$ cat config.mk
export PLATFORM = sky130hd
export DESIGN_NAME = regfile_param
export DESIGN_NICKNAME = d
export VERILOG_FILES = /design/src/rtl/regfile_param.sv
export SDC_FILE = /design/constraint.sdc
export NUM_CORES = 1
export LEC_CHECK = 0
export BUFFER_PORTS_ARGS = -buffer_cell sky130_fd_sc_hd__buf_2
export CAP_MARGIN = 20
export CORE_UTILIZATION = 38
export CTS_CLUSTER_SIZE = 40
export DETAILED_ROUTE_END_ITERATION = 6
export SKIP_LAST_GASP = 1
export SLEW_MARGIN = 20
export SYNTH_ARGS = -nofsm -noshare
export SYNTH_HDL_FRONTEND = slang
export SYNTH_SLANG_ARGS = --single-unit
$ cat constraint.sdc
create_clock -name clk -period 4.4 [get_ports clk]
set_input_delay 0.88 -clock clk [delete_from_list [all_inputs] [get_ports clk]]
set_output_delay 0.88 -clock clk [all_outputs]
set_load 0.05 [all_outputs]
$ cat src/rtl/regfile_param.sv
// Register file with 2 combinational read ports, 1 synchronous write port and a CLEAR sweep.
// Latency: reads are combinational. A write is visible the cycle after its edge, or in the same cycle with BYPASS.
// Backpressure: none. Writes that arrive while ClearBusy is high are dropped and flagged on WrDropped.
//
// Ports:
//   clk, reset           : clock; synchronous active-high reset
//   Dest/WriteData/RegWrite : write port
//   Src1/Src2 -> ReadData1/ReadData2 : combinational read ports
//   Clear -> ClearBusy   : starts a DEPTH-cycle zeroing sweep; ClearBusy is high while it runs
//   WrDropped            : one-cycle pulse after a write was discarded by the sweep
module regfile_param #(
  parameter int DATA_W  = 16,
  parameter int ADDR_W  = 4,
  parameter int ZERO_R0 = 0,
  parameter int BYPASS  = 1
) (
  input  logic              clk,
  input  logic              reset,
  input  logic [ADDR_W-1:0] Dest,
  input  logic [DATA_W-1:0] WriteData,
  input  logic              RegWrite,
  input  logic [ADDR_W-1:0] Src1,
  input  logic [ADDR_W-1:0] Src2,
  output logic [DATA_W-1:0] ReadData1,
  output logic [DATA_W-1:0] ReadData2,
  input  logic              Clear,
  output logic              ClearBusy,
  output logic              WrDropped
);

  localparam int DEPTH = 2**ADDR_W;

  typedef enum logic {IDLE, SWEEP} state_t;

  state_t            state;
  logic [ADDR_W-1:0] ptr;
  logic [DATA_W-1:0] mem [DEPTH];

  logic busy;
  logic r0_hit;
  logic acc;
  logic drop_req;
  logic byp1;
  logic byp2;

  assign busy      = (state == SWEEP);
  assign ClearBusy = busy;

  // Writes to a hard-wired R0 vanish silently: never stored, never flagged as dropped.
  assign r0_hit   = (ZERO_R0 != 0) && (Dest == '0);
  assign acc      = RegWrite && !reset && !busy && !r0_hit;
  assign drop_req = RegWrite && busy && !r0_hit;

  // acc already excludes reset and the sweep, so the bypass is suppressed in both.
  assign byp1 = (BYPASS != 0) && acc && (Dest == Src1);
  assign byp2 = (BYPASS != 0) && acc && (Dest == Src2);

  assign ReadData1 = ((ZERO_R0 != 0) && (Src1 == '0)) ? '0 :
                     byp1                             ? WriteData : mem[Src1];
  assign ReadData2 = ((ZERO_R0 != 0) && (Src2 == '0)) ? '0 :
                     byp2                             ? WriteData : mem[Src2];

  always_ff @(posedge clk) begin
    if (reset) begin
      for (int i = 0; i < DEPTH; i++) begin
        mem[i] <= '0;
      end
      state     <= IDLE;
      ptr       <= '0;
      WrDropped <= 1'b0;
    end else begin
      WrDropped <= drop_req;
      // acc is never true during SWEEP, so the write and the sweep cannot collide.
      if (acc) begin
        mem[Dest] <= WriteData;
      end
      case (state)
        IDLE: begin
          if (Clear) begin
            state <= SWEEP;
            ptr   <= '0;
          end
        end
        SWEEP: begin
          // Clear is ignored here: the sweep always runs exactly DEPTH cycles.
          mem[ptr] <= '0;
          if (ptr == ADDR_W'(DEPTH - 1)) begin
            state <= IDLE;
          end else begin
            ptr <= ptr + ADDR_W'(1);
          end
        end
        default: state <= IDLE;
      endcase
    end
  end

endmodule

==> metrics.md, run 1 <==
| Metric | Value |
|---|---|
| Overall power | `6202 uW` |
| Die X | `193.8 um` |
| Endpoints failing hold | `0` |
| Clock power frac | `38.2%` |
| Register area | `7807 um2` |
| Worst slack at placement | `0.5507 ns` |
| Setup-failing EPs final | `0` |
| Crit Reg-Reg Startpoint | `ClearBusy` |
| Setup Buffers After CTS | `0` |
| Synth Area per Inst | `14.57 um2` |
| Placement Cell Area | `15060 um2` |
| TritonCTS clock tree | `built` |
| Hold Crit Start | `ptr[0]` |
| Initial antenna violation count | `0` |
| Slowest CP cell | `buf_2` |
| Chip height | `193.8 um` |
| Largest net degree at the start of global routing | `63` |
| CP Capture Type | `output pin` |
| Most frequent cells in the layout | `nor2_1 (261), edfxtp_1 (256), mux4_2 (129)` |
| Switching pwr | `1655 uW` |
| H-tree Lvls | `1` |
| Post-synthesis cell area | `13980 um2` |
| Hold Crit Class | `flip-flop to flip-flop` |
| Peak supply drop | `0.2934 mV` |
| FF-to-FF End | `mem[14][9]` |
| Worst path bufs/invs | `3` |
| Synth warn | `0` |
| Seq cells post-synth | `262` |
| Number of fill cells in the layout | `3199` |
| Hold endpoint | `ptr[0]` |
| Final core occ | `44.46%` |
| Largest stage delay on the critical path | `0.43 ns` |
| Post-CTS Hold Fix Bufs | `0` |
| Internal power | `4547 uW` |
| Worst Setup Slack, final | `0.5319 ns` |
| # nets final | `1061` |
| Crit path cell chain | `buf_2 -> buf_12 -> mux4_2 -> mux2i_1 -> mux2i_1 -> mux2_2 -> buf_2` |
| Hpwl dp | `26.27 mm` |
| Total track usage | `22.05%` |
| # clock sinks | `262` |
| Register area share after synthesis | `55.83%` |
| Unrepaired setup endpoints after global routing | `no` |
| Number of I/O port buffers | `65` |
| Global-route wire length before repair | `60.86 mm` |
| Vias | `8988` |
| Worst skew pair latency | `0.56 ns` |
| Layout Skew | `0.007334 ns` |
| Crit share post-route | `87.91%` |
| Final Wtd Congestion | `0.8438` |
| DRC marker count from the first detailed-route iteration | `1035` |
| Setup tns final | `0 ns` |
| Area delta synth->final | `14.17%` |
| Ports | `66` |
| Core Area | `35910 um2` |
| Post-Syn Instances | `960` |
| Multi-input combinational cell area | `5809 um2` |
| Library cells used by synthesis | `32` |
| CP top delay family | `multiplexers` |
| Die area | `37570 um2` |
| Clk buf depth | `3` |
| Leak | `0.005884 uW` |
| FP Rows | `69` |
| Wire per inst | `27.29 um` |
| Vias in the first global route | `9211` |
| WL final | `41.18 mm` |
| Reg-to-reg setup timing slack | `1.63 ns` |
| Critical path data required time | `3.52 ns` |
| Worst Reg-to-Reg Cells | `5` |
| Seq pwr share | `46.8%` |
| Post-route DRC | `0` |
| Critical path class | `primary input to output pin` |
| Max Fanout on Critical Path | `28` |
| Tmin final | `3.868 ns` |
| 1st-pass router iterations | `5` |
| Worst-path clk slew | `0.06 ns` |
| # diodes | `0` |
| Antenna-violating nets left | `0` |
| Share of cells above drive strength 1 | `31.49%` |
| FMAX | `258.5 MHz` |
| Slew Limit Fails | `0` |
| Tightest Pin Transition | `0.7223 ns` |
| GRT overflow | `0` |
| Slew HR | `51.73%` |
| Syn Nets | `993` |
| Total CTS buffers | `30` |
| Outcome | `finished clean` |
| Post-CTS sizing | `0` |
| Worst EP arrival | `2.99 ns` |
| Switching share of power | `26.68%` |
| Initial core utilization | `38.94%` |
| Vias per cell | `5.956` |
| Fin area | `15970 um2` |
| Max Cap Viol | `0` |
| Worst hold path depth | `2` |
| Clock root buffer master | `clkbuf_16` |
| Pwr dens | `388.4 nW/um2` |
| Logic pwr share | `15.0%` |
| Worst setup SP type | `primary input` |
| Most common cell after layout, fill and taps aside | `nor2_1` |
metrics by stage:
step / hold WS, ns / instances
5_1_grt: 0.6222 / 1509
6_report: 0.5899 / 1509
3_3_place_gp: 0.5685 / 1457
4_1_cts: 0.5958 / 1509
2_1_floorplan: 0.5051 / 960
3_5_place_dp: 0.5874 / 1457
cell type report:
| class | count | area share [%] |
|---|---|---|
| clock inverters | 16 | 0.8620 |
| clock buffers | 36 | 4.843 |
| well taps | 461 | 3.613 |
| multi-input cells | 615 | 36.38 |
| inverters | 3 | 0.07053 |
| repair buffers | 116 | 5.329 |
| flip-flops and latches | 262 | 48.90 |
layer usage:
layer | vias up | GRT usage [%] | share of wire [%]
met2 | 460 | 34.67 | 47
met5 | - | 0 | 0
met4 | 0 | 5.820 | 2.3
met3 | 63 | 3.635 | 8.5
met1 | 4669 | 31.83 | 43
li1 | 3796 | - | -
kinds of logic (layout without fill, tap and decap cells):
family | after synthesis | count (layout) | synth area share, %
AND/OR/NAND/NOR | 339 | 339 | 10.23
flip-flops | 262 | 262 | 55.83
multiplexers | 257 | 257 | 30.26
buffers and inverters | 83 | 171 | 2.630
AO/OA/AOI/OAI | 9 | 9 | 0.4027
XOR/XNOR | 9 | 9 | 0.5637
adder cells (fa/ha/maj) | 1 | 1 | 0.08946
synthesized netlist by cell type, drive strengths merged:
cell type    n  area (um2)
nor2       262       991.0
edfxtp     256        7687
mux4       129        2905
mux2i       95       954.7
buf         40       206.5
clkbuf      40       150.1
mux2        33       371.6
nand2       31       116.4
nand2b      19       126.4
nand3       13       85.08
xor2         9       78.83
a21oi        6       30.03
dfxtp        6       120.1
a31o         3       26.28
inv          3       11.26
nand3b       2       15.01
nand4bb      2       22.52
nor3         2       10.01
nor4         2       12.51
nor4bb       2       20.02
and3         1       6.260
and4b        1       10.01
ha           1       12.51
nor4b        1       8.760
or2          1       6.260
flip-flops by register name (all words and copies together), names as in the netlist:
register	flops
ClearBusy	1
WrDropped	1
mem	256
ptr	4
worst reg2reg max path: cells and delay by family (launching register included):
family / cells / cell delay (ns)
AND/OR/NAND/NOR: 3 / 0.94
flip-flops: 1 / 0.68
multiplexers: 1 / 0.51
buffers and inverters: 1 / 0.33
power groups by stage:
| stage | Combinational [uW] | Clock (uW) | Sequential [uW] |
|---|---|---|---|
| after global routing | 973 | 2480 | 2910 |
| after detailed placement | 926 | 0 | 2960 |
| final | 930 | 2370 | 2900 |
| after CTS | 929 | 2390 | 2900 |
| after floorplan | 649 | 0 | 2930 |
| after global placement | 922 | 0 | 2950 |
how the worst max path moves through the flow:
stage	startpoint	endpoint	depth (start not counted)
floorplan	Src1[0]	ReadData1[13]	6
global placement	Src2[0]	ReadData2[9]	7
detailed placement	Src2[0]	ReadData2[11]	7
CTS	Src2[0]	ReadData2[11]	7
global route	Src2[0]	ReadData2[11]	7
finish	Src1[3]	ReadData1[13]	7
Power figures use the tool's default switching activity.
==> run 2: changes to the inputs <==
--- a/config.mk
+++ b/config.mk
@@ -7,7 +7,7 @@
 export LEC_CHECK = 0
 export BUFFER_PORTS_ARGS = -buffer_cell sky130_fd_sc_hd__buf_2
 export CAP_MARGIN = 20
-export CORE_UTILIZATION = 38
+export CORE_UTILIZATION = 48
 export CTS_CLUSTER_SIZE = 40
 export DETAILED_ROUTE_END_ITERATION = 6
 export SKIP_LAST_GASP = 1
==> metrics.md, run 2 (synthesis results as in run 1) <==
| Metric | Value |
|---|---|
| Share of cells above drive strength 1 | `31.62% (+0.13 points)` |
| Largest register by flop count | `mem` |
| Critical path class | `primary input to output pin` |
| FF-to-FF End | `mem[10][7]` |
| Vias per cell | `6.215 (+4.4%)` |
| Post-CTS Hold Fix Bufs | `0 (unchanged)` |
| Largest stage delay on the critical path | `0.53 ns (+0.10 ns)` |
| Wire per inst | `28.30 um (+3.7%)` |
| Most frequent cells in the layout | `nor2_1 (261), edfxtp_1 (256), mux4_2 (129)` |
| Outcome | `finished clean` |
| Largest register FFs | `256 (unchanged)` |
| Core Area | `28700 um2 (-20%)` |
| Vias in the first global route | `9220 (+0.098%)` |
| Max Cap Viol | `0 (unchanged)` |
| DRC marker count from the first detailed-route iteration | `1061 (+2.5%)` |
| Peak supply drop | `0.2789 mV (-4.9%)` |
| H-tree Lvls | `1 (unchanged)` |
| Tmin final | `3.838 ns (-0.02958 ns)` |
| Worst-path clk slew | `0.06 ns (about the same)` |
| Hold Crit Class | `flip-flop to flip-flop` |
| Setup Buffers After CTS | `0 (unchanged)` |
| Hold Crit Start | `ptr[0]` |
| Tightest Pin Transition | `0.7515 ns (+0.02927 ns)` |
| FMAX | `260.5 MHz (+0.77%)` |
| Vias | `8913 (-0.83%)` |
| Reg-to-reg setup timing slack | `1.60 ns (-0.03 ns)` |
| Worst slack at placement | `0.6089 ns (+0.05824 ns)` |
| Slew Limit Fails | `0 (unchanged)` |
| Setup-failing EPs final | `0 (unchanged)` |
| Critical path data required time | `3.52 ns (about the same)` |
| Clock root buffer master | `clkbuf_16` |
| Die X | `172.7 um (-11%)` |
| Crit Reg-Reg Startpoint | `ClearBusy` |
| TritonCTS clock tree | `built` |
| CP endpoint | `ReadData2[15]` |
| # clock sinks | `262 (unchanged)` |
| Hold Slack | `0.5587 ns (-0.03117 ns)` |
| Initial core utilization | `48.72% (+9.8 points)` |
| Clk buf depth | `3 (unchanged)` |
| Setup tns final | `0 ns (unchanged)` |
| Die area | `29820 um2 (-21%)` |
| Ports | `66 (unchanged)` |
| Total track usage | `27.79% (+5.7 points)` |
| Top Registers | `mem (256), ptr (4)` |
| Slew HR | `49.78% (-2.0 points)` |
| Leak | `0.005912 uW (+0.48%)` |
| Global-route wire length before repair | `60.74 mm (-0.20%)` |
| # diodes | `0 (unchanged)` |
| WL final | `40.59 mm (-1.4%)` |
| Most common cell after layout, fill and taps aside | `nor2_1` |
| Crit path launch | `Src2[0]` |
| Initial antenna violation count | `0 (unchanged)` |
| Hpwl dp | `25.93 mm (-1.3%)` |
| Worst skew pair latency | `0.55 ns (about the same)` |
| Number of I/O port buffers | `65 (unchanged)` |
| Number of fill cells in the layout | `2332 (-27%)` |
| Crit path cell chain | `buf_4 -> buf_12 -> mux4_2 -> mux2i_1 -> mux2i_1 -> mux2_2 -> buf_2` |
| Pwr dens | `397.0 nW/um2 (+2.2%)` |
| Final core occ | `55.44% (+11 points)` |
| GRT overflow | `0 (unchanged)` |
| Unrepaired setup endpoints after global routing | `no` |
| Max Fanout on Critical Path | `23 (-18%)` |
| Worst setup SP type | `primary input` |
| CP Capture Type | `output pin` |
| Post-CTS sizing | `0 (unchanged)` |
| Worst Reg-to-Reg Cells | `6 (+1)` |
| # nets final | `1061 (unchanged)` |
| 1st-pass router iterations | `4 (-1)` |
| Endpoints failing hold | `0 (unchanged)` |
| Overall power | `6317 uW (+1.9%)` |
| Post-route DRC | `0 (unchanged)` |
| Crit share post-route | `87.24% (-0.67 points)` |
| Chip height | `172.7 um (-11%)` |
| Worst EP arrival | `2.96 ns (-0.03 ns)` |
| Area delta synth->final | `13.78%` |
| Most used cell, CP | `mux2i_1` |
| Slowest CP cell | `mux4_2` |
| FP Rows | `62 (-10%)` |
| Layout Skew | `0.008346 ns (+0.001012 ns)` |
| Worst Setup Slack, final | `0.5615 ns (+0.02958 ns)` |
| Total CTS buffers | `29 (-3.3%)` |
| Antenna-violating nets left | `0 (unchanged)` |
| Largest net degree at the start of global routing | `66 (+4.8%)` |
| Final Wtd Congestion | `0.8481 (+0.51%)` |
-- run 2: routing by layer --
metal	track usage (%)	share of wire, %	up-vias
li1	-	-	3805
met1	39.73	41	4559
met2	43.92	47	471
met3	4.595	8.7	78
met4	8.665	3.1	0
met5	0	0	-
-- run 2: final cells by class --
class                   count  area (um2)  share of cell area (%)
clock buffers              32       737.0                   4.632
clock inverters            21       220.2                   1.384
inverters                   3       11.26                 0.07077
multi-input cells         615        5809                   36.51
flip-flops and latches    262        7807                   49.07
well taps                 384       480.5                   3.020
repair buffers            117       845.8                   5.316
-- run 2: worst min path at each step --
stage	end	slack [ns]	cells after the start
floorplan	ptr[1]	0.51	2
global placement	ptr[1]	0.54	2
detailed placement	ptr[1]	0.55	2
CTS	ptr[0]	0.56	2
global route	WrDropped	0.61	3
finish	ptr[0]	0.56	2
-- run 2: where the power goes --
group          total [uW]  leakage, uW  internal (uW)  switching (uW)
clock network        2490     0.000475           1490            1000
logic                 928      0.00274            346             581
registers            2900      0.00269           2840            59.2
-- run 2: metrics by stage --
step	cell area, um2	cells
final	15910	1434
after global routing	15910	1434
after floorplan	13980	960
after global placement	14950	1381
after CTS	15910	1434
after detailed placement	14950	1381
-- run 2: critical path, delay by kind of cell --
kind,cells,cell delay [ns]
muxes,4,1.35
buffers and inverters,3,0.69
==> run 3: changes to the inputs <==
--- a/config.mk
+++ b/config.mk
@@ -7,6 +7,7 @@
 export LEC_CHECK = 0
 export BUFFER_PORTS_ARGS = -buffer_cell sky130_fd_sc_hd__buf_2
 export CAP_MARGIN = 20
+export CORE_ASPECT_RATIO = 0.6
 export CORE_UTILIZATION = 48
 export CTS_CLUSTER_SIZE = 40
 export DETAILED_ROUTE_END_ITERATION = 6
==> metrics.md, run 3 (synthesis results as in run 1) <==
| Metric | Value |
|---|---|
| Setup tns final | `0 ns (unchanged)` |
| Slowest CP cell | `buf_2` |
| Vias per cell | `6.496 (+4.5%)` |
| Pwr dens | `377.6 nW/um2 (-4.9%)` |
| CP Capture Type | `output pin` |
| Vias in the first global route | `9057 (-1.8%)` |
| TritonCTS clock tree | `built` |
| Worst setup SP type | `primary input` |
| Critical path class | `primary input to output pin` |
| Core Area | `28110 um2 (-2.1%)` |
| Post-CTS Hold Fix Bufs | `0 (unchanged)` |
| Wire per inst | `31.01 um (+9.6%)` |
| Critical path data required time | `3.52 ns (about the same)` |
| Total CTS buffers | `25 (-14%)` |
| Number of fill cells in the layout | `2269 (-2.7%)` |
| Largest register by flop count | `mem` |
| Total track usage | `30.52% (+2.7 points)` |
| Max Fanout on Critical Path | `19 (-17%)` |
| Crit path cell chain | `buf_2 -> buf_12 -> mux4_2 -> mux2i_1 -> mux2i_1 -> mux2_2 -> buf_2` |
| Peak supply drop | `0.3123 mV (+12%)` |
| Worst-path clk slew | `0.06 ns (about the same)` |
| WL final | `44.22 mm (+8.9%)` |
| Share of cells above drive strength 1 | `32.04% (+0.42 points)` |
| Chip height | `134.2 um (-22%)` |
| Largest net degree at the start of global routing | `32 (-52%)` |
| H-tree Lvls | `1 (unchanged)` |
| Post-route DRC | `0 (unchanged)` |
| Overall power | `6001 uW (-5.0%)` |
| CP top delay family | `multiplexers` |
| Slew HR | `52.42% (+2.6 points)` |
| DRC marker count from the first detailed-route iteration | `1324 (+25%)` |
| Initial antenna violation count | `0 (unchanged)` |
| Initial core utilization | `49.75% (+1.0 points)` |
| Most common cell after layout, fill and taps aside | `nor2_1` |
| Crit share post-route | `86.61% (-0.63 points)` |
| Largest stage delay on the critical path | `0.54 ns (about the same)` |
| Antenna-violating nets left | `0 (unchanged)` |
| Outcome | `finished clean` |
| Tightest Pin Transition | `0.7137 ns (-0.03785 ns)` |
| Final Wtd Congestion | `0.8827 (+4.1%)` |
| Vias | `9264 (+3.9%)` |
| 1st-pass router iterations | `5 (+1)` |
| Hpwl dp | `28.28 mm (+9.1%)` |
| # clock sinks | `262 (unchanged)` |
| # nets final | `1073 (+1.1%)` |
| Tmin final | `3.811 ns (-0.02770 ns)` |
| Ports | `66 (unchanged)` |
| Worst path bufs/invs | `3 (unchanged)` |
| Global-route wire length before repair | `64.33 mm (+5.9%)` |
| Die area | `29840 um2 (about the same)` |
| Clk buf depth | `3 (unchanged)` |
| Setup-failing EPs final | `0 (unchanged)` |
| Endpoints failing hold | `0 (unchanged)` |
| Unrepaired setup endpoints after global routing | `no` |
| Layout Skew | `0.01547 ns (+0.007127 ns)` |
| Hold Crit Class | `flip-flop to flip-flop` |
| Number of I/O port buffers | `65 (unchanged)` |
| Most frequent cells in the layout | `nor2_1 (261), edfxtp_1 (256), mux4_2 (129)` |
| Top Registers | `mem (256), ptr (4)` |
| Max Cap Viol | `0 (unchanged)` |
| FP Rows | `47 (-24%)` |
| Area delta synth->final | `13.64%` |
| FMAX | `262.4 MHz (+0.73%)` |
| Slew Limit Fails | `0 (unchanged)` |
| Largest register FFs | `256 (unchanged)` |
| Worst EP arrival | `2.93 ns (-0.03 ns)` |
| Leak | `0.005919 uW (+0.13%)` |
| Post-CTS sizing | `0 (unchanged)` |
| Setup Buffers After CTS | `0 (unchanged)` |
| GRT overflow | `0 (unchanged)` |
| Worst skew pair latency | `0.56 ns (about the same)` |
| Clock root buffer master | `clkbuf_16` |
| Die X | `222.4 um (+29%)` |
-- run 3: cell types whose count changed in the layout (fill, tap and decap cells not counted) --
| cell | before | now |
|---|---|---|
| buf_12 | 10 | 15 |
| buf_4 | 44 | 55 |
| bufinv_16 | 5 | 2 |
| clkbuf_1 | 3 | 7 |
| clkbuf_16 | 29 | 25 |
| clkbuf_8 | 0 | 1 |
| clkinv_1 | 8 | 5 |
| clkinv_2 | 8 | 4 |
| diode_2 | 0 | 1 |
| inv_6 | 0 | 1 |
-- run 3: path summary, 6_finish.rpt --
| path | startpoint | end | slack, ns | cells after the start |
|---|---|---|---|---|
| max | Src1[3] | ReadData1[13] | 0.59 | 7 |
| min reg2reg | ptr[1] | ptr[1] | 0.57 | 2 |
| max reg2reg | ClearBusy | mem[14][5] | 1.51 | 5 |
| min | ptr[1] | ptr[1] | 0.57 | 2 |
-- run 3: routing by layer --
metal	GRT usage, %	vias up	share of wire [%]
met2	41.78	612	40
met5	0	-	0
li1	-	3825	-
met3	11.59	66	14
met1	45.98	4761	44
met4	6.475	0	2.1
-- run 3: layout make-up --
| cell class | instances | area, um2 | share of cell area (%) |
|---|---|---|---|
| inverters | 3 | 11.26 | 0.07086 |
| well taps | 367 | 459.2 | 2.890 |
| repair buffers | 133 | 1028 | 6.472 |
| flip-flops and latches | 262 | 7807 | 49.13 |
| clock buffers | 33 | 665.6 | 4.189 |
| clock inverters | 12 | 107.6 | 0.6771 |
| diodes | 1 | 2.502 | 0.01575 |
| multi-input cells | 615 | 5809 | 36.56 |
-- run 3: per-stage QoR --
step	setup WS [ns]	utilization (%)	cells	cell area (um2)	hold WS, ns
floorplan	1.071	-	960	13980	0.5051
global placement	0.6139	53.77	1380	15120	0.5662
detailed placement	0.6102	53.77	1380	15120	0.5646
CTS	0.6080	56.53	1425	15890	0.5735
global route	0.5035	56.53	1425	15890	0.5900
finish	0.5892	56.53	1426	15890	0.5727
-- run 3: where the power goes --
group,internal (uW),switching (uW),leakage [uW]
Combinational,359,590,0.00284
Sequential,2840,63.8,0.00269
Clock,1180,967,0.000380
Total,4380,1620,0.00592
-- run 3: tightest hold or removal path: stages (launching register included) --
cell and delay (ns):
dfxtp_1 0.37, nand3_1 0.09, a21oi_1 0.06
